### src/rtl/cpu_mem_arbiter_pkg.sv
// Shared constants and types for the CPU-side memory arbiter.
// The source encoding is also the value stored in the outstanding-tag FIFO.
package cpu_mem_arbiter_pkg;

    localparam logic SRC_INST = 1'b0;
    localparam logic SRC_DATA = 1'b1;

    // A grant either follows the current priority pick, or is frozen on the
    // source whose request is still waiting for the downstream slave to accept it.
    typedef enum logic {
        GRANT_OPEN   = 1'b0,
        GRANT_LOCKED = 1'b1
    } grantState_e;

    // Byte enables only travel downstream for data stores.
    // Fetches and loads present an all-zero strobe.
    function automatic logic [3:0] busStrobe(input logic isData,
                                             input logic isWrite,
                                             input logic [3:0] wstrb);
        return (isData && isWrite) ? wstrb : 4'b0000;
    endfunction

endpackage

### src/rtl/cpu_mem_arbiter_tag_fifo.sv
// Small FIFO that records the source of every accepted downstream request.
// Responses return in acceptance order, so the head always names the owner of
// the next response.
module cpu_mem_arbiter_tag_fifo #(
    parameter int WIDTH = 1,
    parameter int DEPTH = 2,
    parameter int CNT_W = 2
) (
    input  logic             clk,
    input  logic             reset,
    input  logic             push_i,
    input  logic             pop_i,
    input  logic [WIDTH-1:0] din_i,
    output logic [WIDTH-1:0] head_o,
    output logic             full_o,
    output logic             empty_o
);

    localparam int PTR_W = (DEPTH > 1) ? $clog2(DEPTH) : 1;

    logic [WIDTH-1:0] mem_q [DEPTH];
    logic [PTR_W-1:0] rdPtr_q, rdPtr_d;
    logic [PTR_W-1:0] wrPtr_q, wrPtr_d;
    logic [CNT_W-1:0] count_q, count_d;
    logic             doPush;
    logic             doPop;

    assign full_o  = (count_q == CNT_W'(DEPTH));
    assign empty_o = (count_q == '0);
    assign head_o  = mem_q[rdPtr_q];

    // A push into a full FIFO or a pop from an empty one is dropped, so the
    // count can never leave the range 0..DEPTH.
    assign doPush = push_i && !full_o;
    assign doPop  = pop_i && !empty_o;

    // Next pointers wrap explicitly so non-power-of-two depths also work.
    always_comb begin
        rdPtr_d = rdPtr_q;
        wrPtr_d = wrPtr_q;
        count_d = count_q;
        if (doPop) begin
            rdPtr_d = (rdPtr_q == PTR_W'(DEPTH - 1)) ? '0 : rdPtr_q + PTR_W'(1);
        end
        if (doPush) begin
            wrPtr_d = (wrPtr_q == PTR_W'(DEPTH - 1)) ? '0 : wrPtr_q + PTR_W'(1);
        end
        case ({doPush, doPop})
            2'b10:   count_d = count_q + CNT_W'(1);
            2'b01:   count_d = count_q - CNT_W'(1);
            default: count_d = count_q;
        endcase
    end

    // Occupancy and pointers; a reset drops every outstanding tag.
    always_ff @(posedge clk) begin
        if (reset) begin
            rdPtr_q <= '0;
            wrPtr_q <= '0;
            count_q <= '0;
        end else begin
            rdPtr_q <= rdPtr_d;
            wrPtr_q <= wrPtr_d;
            count_q <= count_d;
        end
    end

    // Tag storage needs no reset, because only entries below the count are ever read.
    always_ff @(posedge clk) begin
        if (doPush) begin
            mem_q[wrPtr_q] <= din_i;
        end
    end

endmodule

### src/rtl/cpu_mem_arbiter.sv
// Merges the CPU instruction-fetch and data-access sram-like ports onto a
// single downstream sram-like bus. Data has priority over inst. A stalled
// grant is locked until the slave accepts it. Responses are steered back to
// their source using the in-order tag FIFO.
module cpu_mem_arbiter
    import cpu_mem_arbiter_pkg::*;
#(
    parameter int MAX_OUT = 2,
    parameter int CNT_W   = 2
) (
    input  logic        clk,
    input  logic        reset,
    input  logic        inst_req,
    input  logic [31:0] inst_addr,
    output logic        inst_addr_ok,
    output logic        inst_data_ok,
    output logic [31:0] inst_rdata,
    input  logic        data_req,
    input  logic        data_wr,
    input  logic [3:0]  data_wstrb,
    input  logic [31:0] data_addr,
    input  logic [31:0] data_wdata,
    output logic        data_addr_ok,
    output logic        data_data_ok,
    output logic [31:0] data_rdata,
    output logic        mem_req,
    output logic        mem_wr,
    output logic [3:0]  mem_wstrb,
    output logic [31:0] mem_addr,
    output logic [31:0] mem_wdata,
    input  logic        mem_addr_ok,
    input  logic        mem_data_ok,
    input  logic [31:0] mem_rdata
);

    grantState_e grantState_q;
    logic        lockSrc_q;
    logic        grantSrc;
    logic        grantValid;
    logic        grantIsData;
    logic        fifoFull;
    logic        fifoEmpty;
    logic        fifoHead;
    logic        handshake;
    logic        popValid;

    // While locked, the frozen source keeps the bus. Otherwise data wins over inst.
    always_comb begin
        grantSrc   = SRC_INST;
        grantValid = 1'b0;
        if (grantState_q == GRANT_LOCKED) begin
            grantSrc   = lockSrc_q;
            grantValid = (lockSrc_q == SRC_DATA) ? data_req : inst_req;
        end else if (data_req) begin
            grantSrc   = SRC_DATA;
            grantValid = 1'b1;
        end else if (inst_req) begin
            grantSrc   = SRC_INST;
            grantValid = 1'b1;
        end
    end

    assign grantIsData = (grantSrc == SRC_DATA);

    // A full tag FIFO blocks new requests even if a response pops in the same
    // cycle. Reset masks every strobe while state is being cleared.
    assign mem_req   = grantValid && !fifoFull && !reset;
    assign handshake = mem_req && mem_addr_ok;

    assign mem_wr    = grantIsData && data_wr;
    assign mem_wstrb = busStrobe(grantIsData, data_wr, data_wstrb);
    assign mem_addr  = grantIsData ? data_addr : inst_addr;
    assign mem_wdata = grantIsData ? data_wdata : 32'h0000_0000;

    assign inst_addr_ok = handshake && (grantSrc == SRC_INST);
    assign data_addr_ok = handshake && (grantSrc == SRC_DATA);

    // A response with nothing outstanding is ignored rather than routed.
    assign popValid     = mem_data_ok && !fifoEmpty && !reset;
    assign inst_data_ok = popValid && (fifoHead == SRC_INST);
    assign data_data_ok = popValid && (fifoHead == SRC_DATA);

    assign inst_rdata = mem_rdata;
    assign data_rdata = mem_rdata;

    // Grant lock: freeze the source when the slave stalls, release on the handshake.
    always_ff @(posedge clk) begin
        if (reset) begin
            grantState_q <= GRANT_OPEN;
            lockSrc_q    <= SRC_INST;
        end else begin
            case (grantState_q)
                GRANT_OPEN: begin
                    if (mem_req && !mem_addr_ok) begin
                        grantState_q <= GRANT_LOCKED;
                        lockSrc_q    <= grantSrc;
                    end
                end
                GRANT_LOCKED: begin
                    if (handshake) begin
                        grantState_q <= GRANT_OPEN;
                    end
                end
                default: grantState_q <= GRANT_OPEN;
            endcase
        end
    end

    cpu_mem_arbiter_tag_fifo #(
        .WIDTH (1),
        .DEPTH (MAX_OUT),
        .CNT_W (CNT_W)
    ) u_tagFifo (
        .clk     (clk),
        .reset   (reset),
        .push_i  (handshake),
        .pop_i   (popValid),
        .din_i   (grantSrc),
        .head_o  (fifoHead),
        .full_o  (fifoFull),
        .empty_o (fifoEmpty)
    );

    // Flag a downstream response that arrives with no request outstanding.
    always @(posedge clk) begin
        if (!reset) begin
            assert (!(mem_data_ok && fifoEmpty))
                else $warning("cpu_mem_arbiter: mem_data_ok with no outstanding request ignored");
        end
    end

endmodule

### config.mk
export PLATFORM = sky130hd
export DESIGN_NAME = cpu_mem_arbiter
export DESIGN_NICKNAME = d
export VERILOG_FILES = /design/src/rtl/cpu_mem_arbiter_pkg.sv /design/src/rtl/cpu_mem_arbiter_tag_fifo.sv /design/src/rtl/cpu_mem_arbiter.sv
export SDC_FILE = /design/constraint.sdc
export NUM_CORES = 1
export LEC_CHECK = 0
export ABC_CLOCK_PERIOD_IN_PS = 3700
export CAP_MARGIN = 20
export CORE_AREA = 2 2 108 110
export CTS_CLUSTER_SIZE = 20
export DETAILED_ROUTE_END_ITERATION = 12
export DIE_AREA = 0 0 110 112
export GPL_ROUTABILITY_DRIVEN = 0
export MAX_ROUTING_LAYER = met4
export PLACE_DENSITY_LB_ADDON = 0.05
export SLEW_MARGIN = 20
export SYNTH_ARGS = -nofsm -noshare
export SYNTH_HDL_FRONTEND = slang
export SYNTH_SLANG_ARGS = --single-unit
### constraint.sdc
create_clock -name clk -period 3.7 [get_ports clk]
set_input_delay 1.11 -clock clk [delete_from_list [all_inputs] [get_ports clk]]
set_output_delay 1.11 -clock clk [all_outputs]
set_load 0.02 [all_outputs]
== After elaboration in Yosys (flattened, before gate mapping) ==
Memory sizes are Yosys's and may differ from the RTL's. A register that Yosys moved wholly into a read port is not among the register bits.
Cells that the tools add are included.

* Register bits after elaboration: 6
* RAM bits: 2
* Input bits: 139
* Word-level logic and storage cells: 55
* Memories: 1

* Add/sub/neg operators: 4
* Equality and inequality tests: 3
* Mux-type cells: 19
* Bitwise gates (word level): 3
* Reduce and logical (&&, ||, !) cells: 20

{| class="wikitable"
|+ Memory list
! memory !! words !! width !! read ports !! clocked after memory_dff !! write ports !! RTL line !! text
|-
| u_tagFifo.mem_q || 2 || 1 || 1 || 1 || 1 || cpu_mem_arbiter_tag_fifo.sv:21 || <nowiki>logic [WIDTH-1:0] mem_q [DEPTH];</nowiki>
|}

{| class="wikitable"
|+ Operator list
! operator !! number
|-
| two-way mux 32 bit || 2
|-
| two-way mux 1 bit || 14
|-
| logical AND 1 bit || 13
|-
| equality test 2 bit (second input constant) || 2
|-
| zero test 1 bit || 4
|-
| two-way mux 4 bit || 1
|-
| case mux 2 bit (2 select lines) || 1
|-
| NOT 1 bit || 3
|-
| adder 1 bit (second input constant) || 2
|-
| adder 2 x 1 -> 2 bit (second input constant) || 1
|-
| equality test 2 x 1 -> 1 bit (second input constant) || 1
|-
| zero test 2 bit || 1
|-
| case mux 1 bit (2 select lines) || 1
|-
| AND reduction 2 bit || 1
|-
| nonzero test 2 bit || 1
|-
| subtractor 2 x 1 -> 2 bit (second input constant) || 1
|}

== Longest topological paths before layout ==
* Word-level depth: 9
* Mapped depth: 7
* Depth with buffers taken out: 7

== By module ==
From an unflattened synthesis, not the netlist that was laid out.

* Cells, all modules: 258
* Area, all modules: 1,601.5 sq um

{| class="wikitable"
|+ Modules (own cells, without submodules)
! module !! times used !! cells an instance !! area an instance (sq um) !! sequential area each (sq um)
|-
| cpu_mem_arbiter || 1 || 229 || 1,306.3 || 40.0
|-
| cpu_mem_arbiter_tag_fifo || 1 || 29 || 295.3 || 160.2
|}

== Worst setup path after synthesis ==
Ideal clock, no wire load.

* Kind: input-to-output
* From: input data_req
* To: output data_addr_ok
* Arrival time: 2.226 ns
* Data required time: 2.590 ns
* Slack: 0.364 ns
* Stages on the path: 4
* Cells stage by stage: mux2i_1 > a2111oi_4 > nand2_4 > nor2_1

* Cells in the longest elaborated chain, start to end: 6
* Elaborated cells on any way between the ends: 9
* Classes of those cells: mux: 5; reduce/logical: 4

{| class="wikitable"
|+ Ends and longest elaborated chain
! element !! RTL line !! text
|-
| from (decl) || cpu_mem_arbiter.sv:18 || <nowiki>input logic data_req,</nowiki>
|-
| two-way mux 1 bit, on equally long branches || cpu_mem_arbiter.sv:54, cpu_mem_arbiter.sv:53 ||
|-
| two-way mux 1 bit (*) || cpu_mem_arbiter.sv:51 || <nowiki>if (grantState_q == GRANT_LOCKED) begin</nowiki>
|-
| logical AND 1 bit (*) (2 in series) || cpu_mem_arbiter.sv:67 || <nowiki>assign mem_req = grantValid && !fifoFull && !reset;</nowiki>
|-
| named net mem_req || cpu_mem_arbiter.sv:26 || <nowiki>output logic mem_req,</nowiki>
|-
| logical AND 1 bit (*) || cpu_mem_arbiter.sv:68 || <nowiki>assign handshake = mem_req && mem_addr_ok;</nowiki>
|-
| logical AND 1 bit (*) || cpu_mem_arbiter.sv:76 || <nowiki>assign data_addr_ok = handshake && (grantSrc == SRC_DATA);</nowiki>
|-
| to (decl) || cpu_mem_arbiter.sv:23 || <nowiki>output logic data_addr_ok,</nowiki>
|}

Mark *: on every way through the listed nets, which the timed path passes. The rest lies on a longest branch.

== Worst setup path after layout ==
* From: input reset
* To: output inst_data_ok

* Cells in the longest elaborated chain, start to end: 3

{| class="wikitable"
|+ Ends and longest elaborated chain
! element !! RTL line !! text
|-
| from (decl) || cpu_mem_arbiter.sv:12 || <nowiki>input logic reset,</nowiki>
|-
| zero test 1 bit || - ||
|-
| logical AND 1 bit || cpu_mem_arbiter.sv:79 || <nowiki>assign popValid = mem_data_ok && !fifoEmpty && !reset;</nowiki>
|-
| logical AND 1 bit || cpu_mem_arbiter.sv:80 || <nowiki>assign inst_data_ok = popValid && (fifoHead == SRC_INST);</nowiki>
|-
| to (decl) || cpu_mem_arbiter.sv:16 || <nowiki>output logic inst_data_ok,</nowiki>
|}

Every way passes these cells.

==> summary.txt <==
DR pass1 iterations -> 2
fmax -> 277 MHz
clk sinks -> 9
final setup TNS -> 0 ns
Iteration-0 DRC Markers -> 48
top post-synthesis cells by area -> buf_4 (31%), nand2_1 (23%), and2_1 (14%)
clock group share of total power -> 24.3%
vias per cell -> 3.65
switching power share of the total -> 36.0%
post-synth cell types -> 29
syn avg cell area -> 6.21 um^2
placed cell count -> 517
vias -> 1916
Synth async-reset ratio -> 0%
Overflow after GRT -> 0
TritonCTS buffer count -> 3
Peak VDD IR -> 0.000181 V
Post-DP HPWL -> 6580 um
Final Max Tran Viols -> 0
nets@finish -> 523
CTS Root Cell -> clkbuf_16
fin crit share -> 97.5%
commonest cells in the synthesized netlist -> nand2_1 (98), buf_4 (64), and2_1 (34)
Yosys top cell area share -> 30.6%
initial core utilization -> 14.1%
Tot Pwr -> 773 uW
final setup fails -> 0
Worst-path clk slew -> 0.04 ns
hold crit path type -> flip-flop to flip-flop
YS warnings -> 0
ANT nets after route -> 0
DIE WIDTH -> 110 um
antenna cells -> 0
Synth area leader -> buf_4
Logic pwr share -> 60.3%
Post-synth top flop -> dfxtp_1
drt wl/cell -> 14.3 um
sequential share of power -> 15.4%
most frequent cell after synthesis -> nand2_1
CTS tree -> done
max cap viols -> 0
final wirelength -> 7530 um
sequential area share after synthesis -> 12.7%
Rows -> 39
Startpoint Class -> input pin
syn_nets -> 393
CP arrival -> 2.50 ns
Synth Cell Area -> 1570 um^2
Final Hold Fails -> 0
RSZ-0062 raised after global routing -> false
FF/Latch Area -> 200 um^2
Crit path required time -> 2.59 ns
Clock Skews -> 0.00166 ns
Post-synth EDFFs -> 2
CTS Buffer Depth -> 2
Post-Syn Instances -> 253
worst skew pair latency -> 0.23 ns
Worst-Margin Slew -> 0.337 ns
synthesis-to-finish area growth -> 98.8%
largest net degree at the start of global routing -> 20
PwrDens -> 248 nW/um^2
cts hold-fix bufs -> 0
total global-route track usage -> 11.9%
Internal Power -> 495 uW
Die Y-Extent -> 112 um
largest fanout on the critical path -> 4
CTS HTree Levels -> 1
final cell count without fillers -> 525
quantity of I/O buffers inserted on ports -> 180
I/O pins -> 277
FF+latch count, synth -> 9
first-pass GRT wire length -> 10600 um
Hold WS -> 0.477 ns
share of cells above drive strength 1 -> 16.2%
Core ar. -> 11200 um^2
Leak -> 1.59 nW
initial antenna violation count -> 0
filler instances -> 1267
status -> finished, final reports clean
DIE AREA -> 12300 um^2
max_slew headroom -> 77.3%
Critical Path End Type -> primary output
# DRC -> 0
switching power -> 278 uW
kind of critical path -> input pin to primary output
number of global-route vias before repair -> 1937
minimum clock period -> 3.61 ns
multi-input logic area -> 850 um^2
-- cells by family after synthesis --
family                   after synthesis  synth area share (%)
AO/OA/AOI/OAI                          8                  4.78
buffers and inverters                 77                  33.9
adder cells (fa/ha/maj)                1                 0.797
flip-flops                             9                  12.7
AND/OR/NAND/NOR                      152                  43.9
XOR/XNOR                               3                  1.67
multiplexers                           3                  2.15
-- path summary, 6_finish.rpt --
kind                          end  cells past startpoint  slack, ns                  from
max                  inst_data_ok                      4       0.09                 reset
min             u_tagFifo.wrPtr_q                      1       0.48     u_tagFifo.wrPtr_q
min reg2reg     u_tagFifo.wrPtr_q                      1       0.48     u_tagFifo.wrPtr_q
max reg2reg  u_tagFifo.count_q[1]                      8       1.48  u_tagFifo.count_q[0]
-- metal layers --
metal	track usage [%]	vias up	routed length, um
li1	-	970	-
met1	10.7	799	2370
met2	23.6	114	4200
met3	2.58	33	724
met4	4.30	0	237
met5	-	-	0
-- what timing repair did --
item / CTS / global route
pin swaps: 1 / 0
endpoints found under the setup margin: 71 / 12
cloned: 1 / 0
hold endpoints to repair: 0 / 0
resized for setup: 140 / 23
buffers inserted: 3 / 0
-- metrics by stage --
step                utilization, %  area (um^2)  worst slack, ns
finish                        27.9         3120           0.0925
global route                  27.9         3120          0.00145
CTS                           28.1         3140           0.0115
detailed placement            28.3         3160           -0.429
global placement              28.3         3160           -0.420
floorplan                        -         1570            0.364
-- power by group through the flow --
stage | sequential [mW] | clock [mW] | combinational, mW
final | 0.119 | 0.188 | 0.466
after floorplan | 0.118 | 0 | 0.309
after global placement | 0.121 | 0 | 0.516
after global routing | 0.120 | 0.198 | 0.507
after detailed placement | 0.120 | 0 | 0.511
after CTS | 0.119 | 0.191 | 0.478
-- layout by cell type (no fill, tap or decap), types with 3 or more instances in the layout --
cell type / n
clkdlybuf4s15_1: 4
clkbuf_16: 3
clkbuf_2: 8
buf_6: 3
dlygate4sd2_1: 39
nor2_1: 9
nand2_1: 98
and3_1: 4
buf_4: 19
and2_1: 34
dfxtp_1: 7
clkdlybuf4s50_1: 104
buf_2: 20
-- worst max-delay path, stage by stage --
cell and delay (ns):
clkdlybuf4s50_1 0.52, buf_4 0.20, nor4_1 0.30, dlygate4sd2_1 0.37
-- area by class of cell --
class                   count  share of cell area [%]
repair buffers            200                    57.8
flip-flops and latches      9                    6.41
inverters                   2                   0.321
clock buffers               4                    2.53
well taps                 143                    5.73
multi-input cells         167                    27.2
No activity file was read; power rests on OpenSTA's default activity.
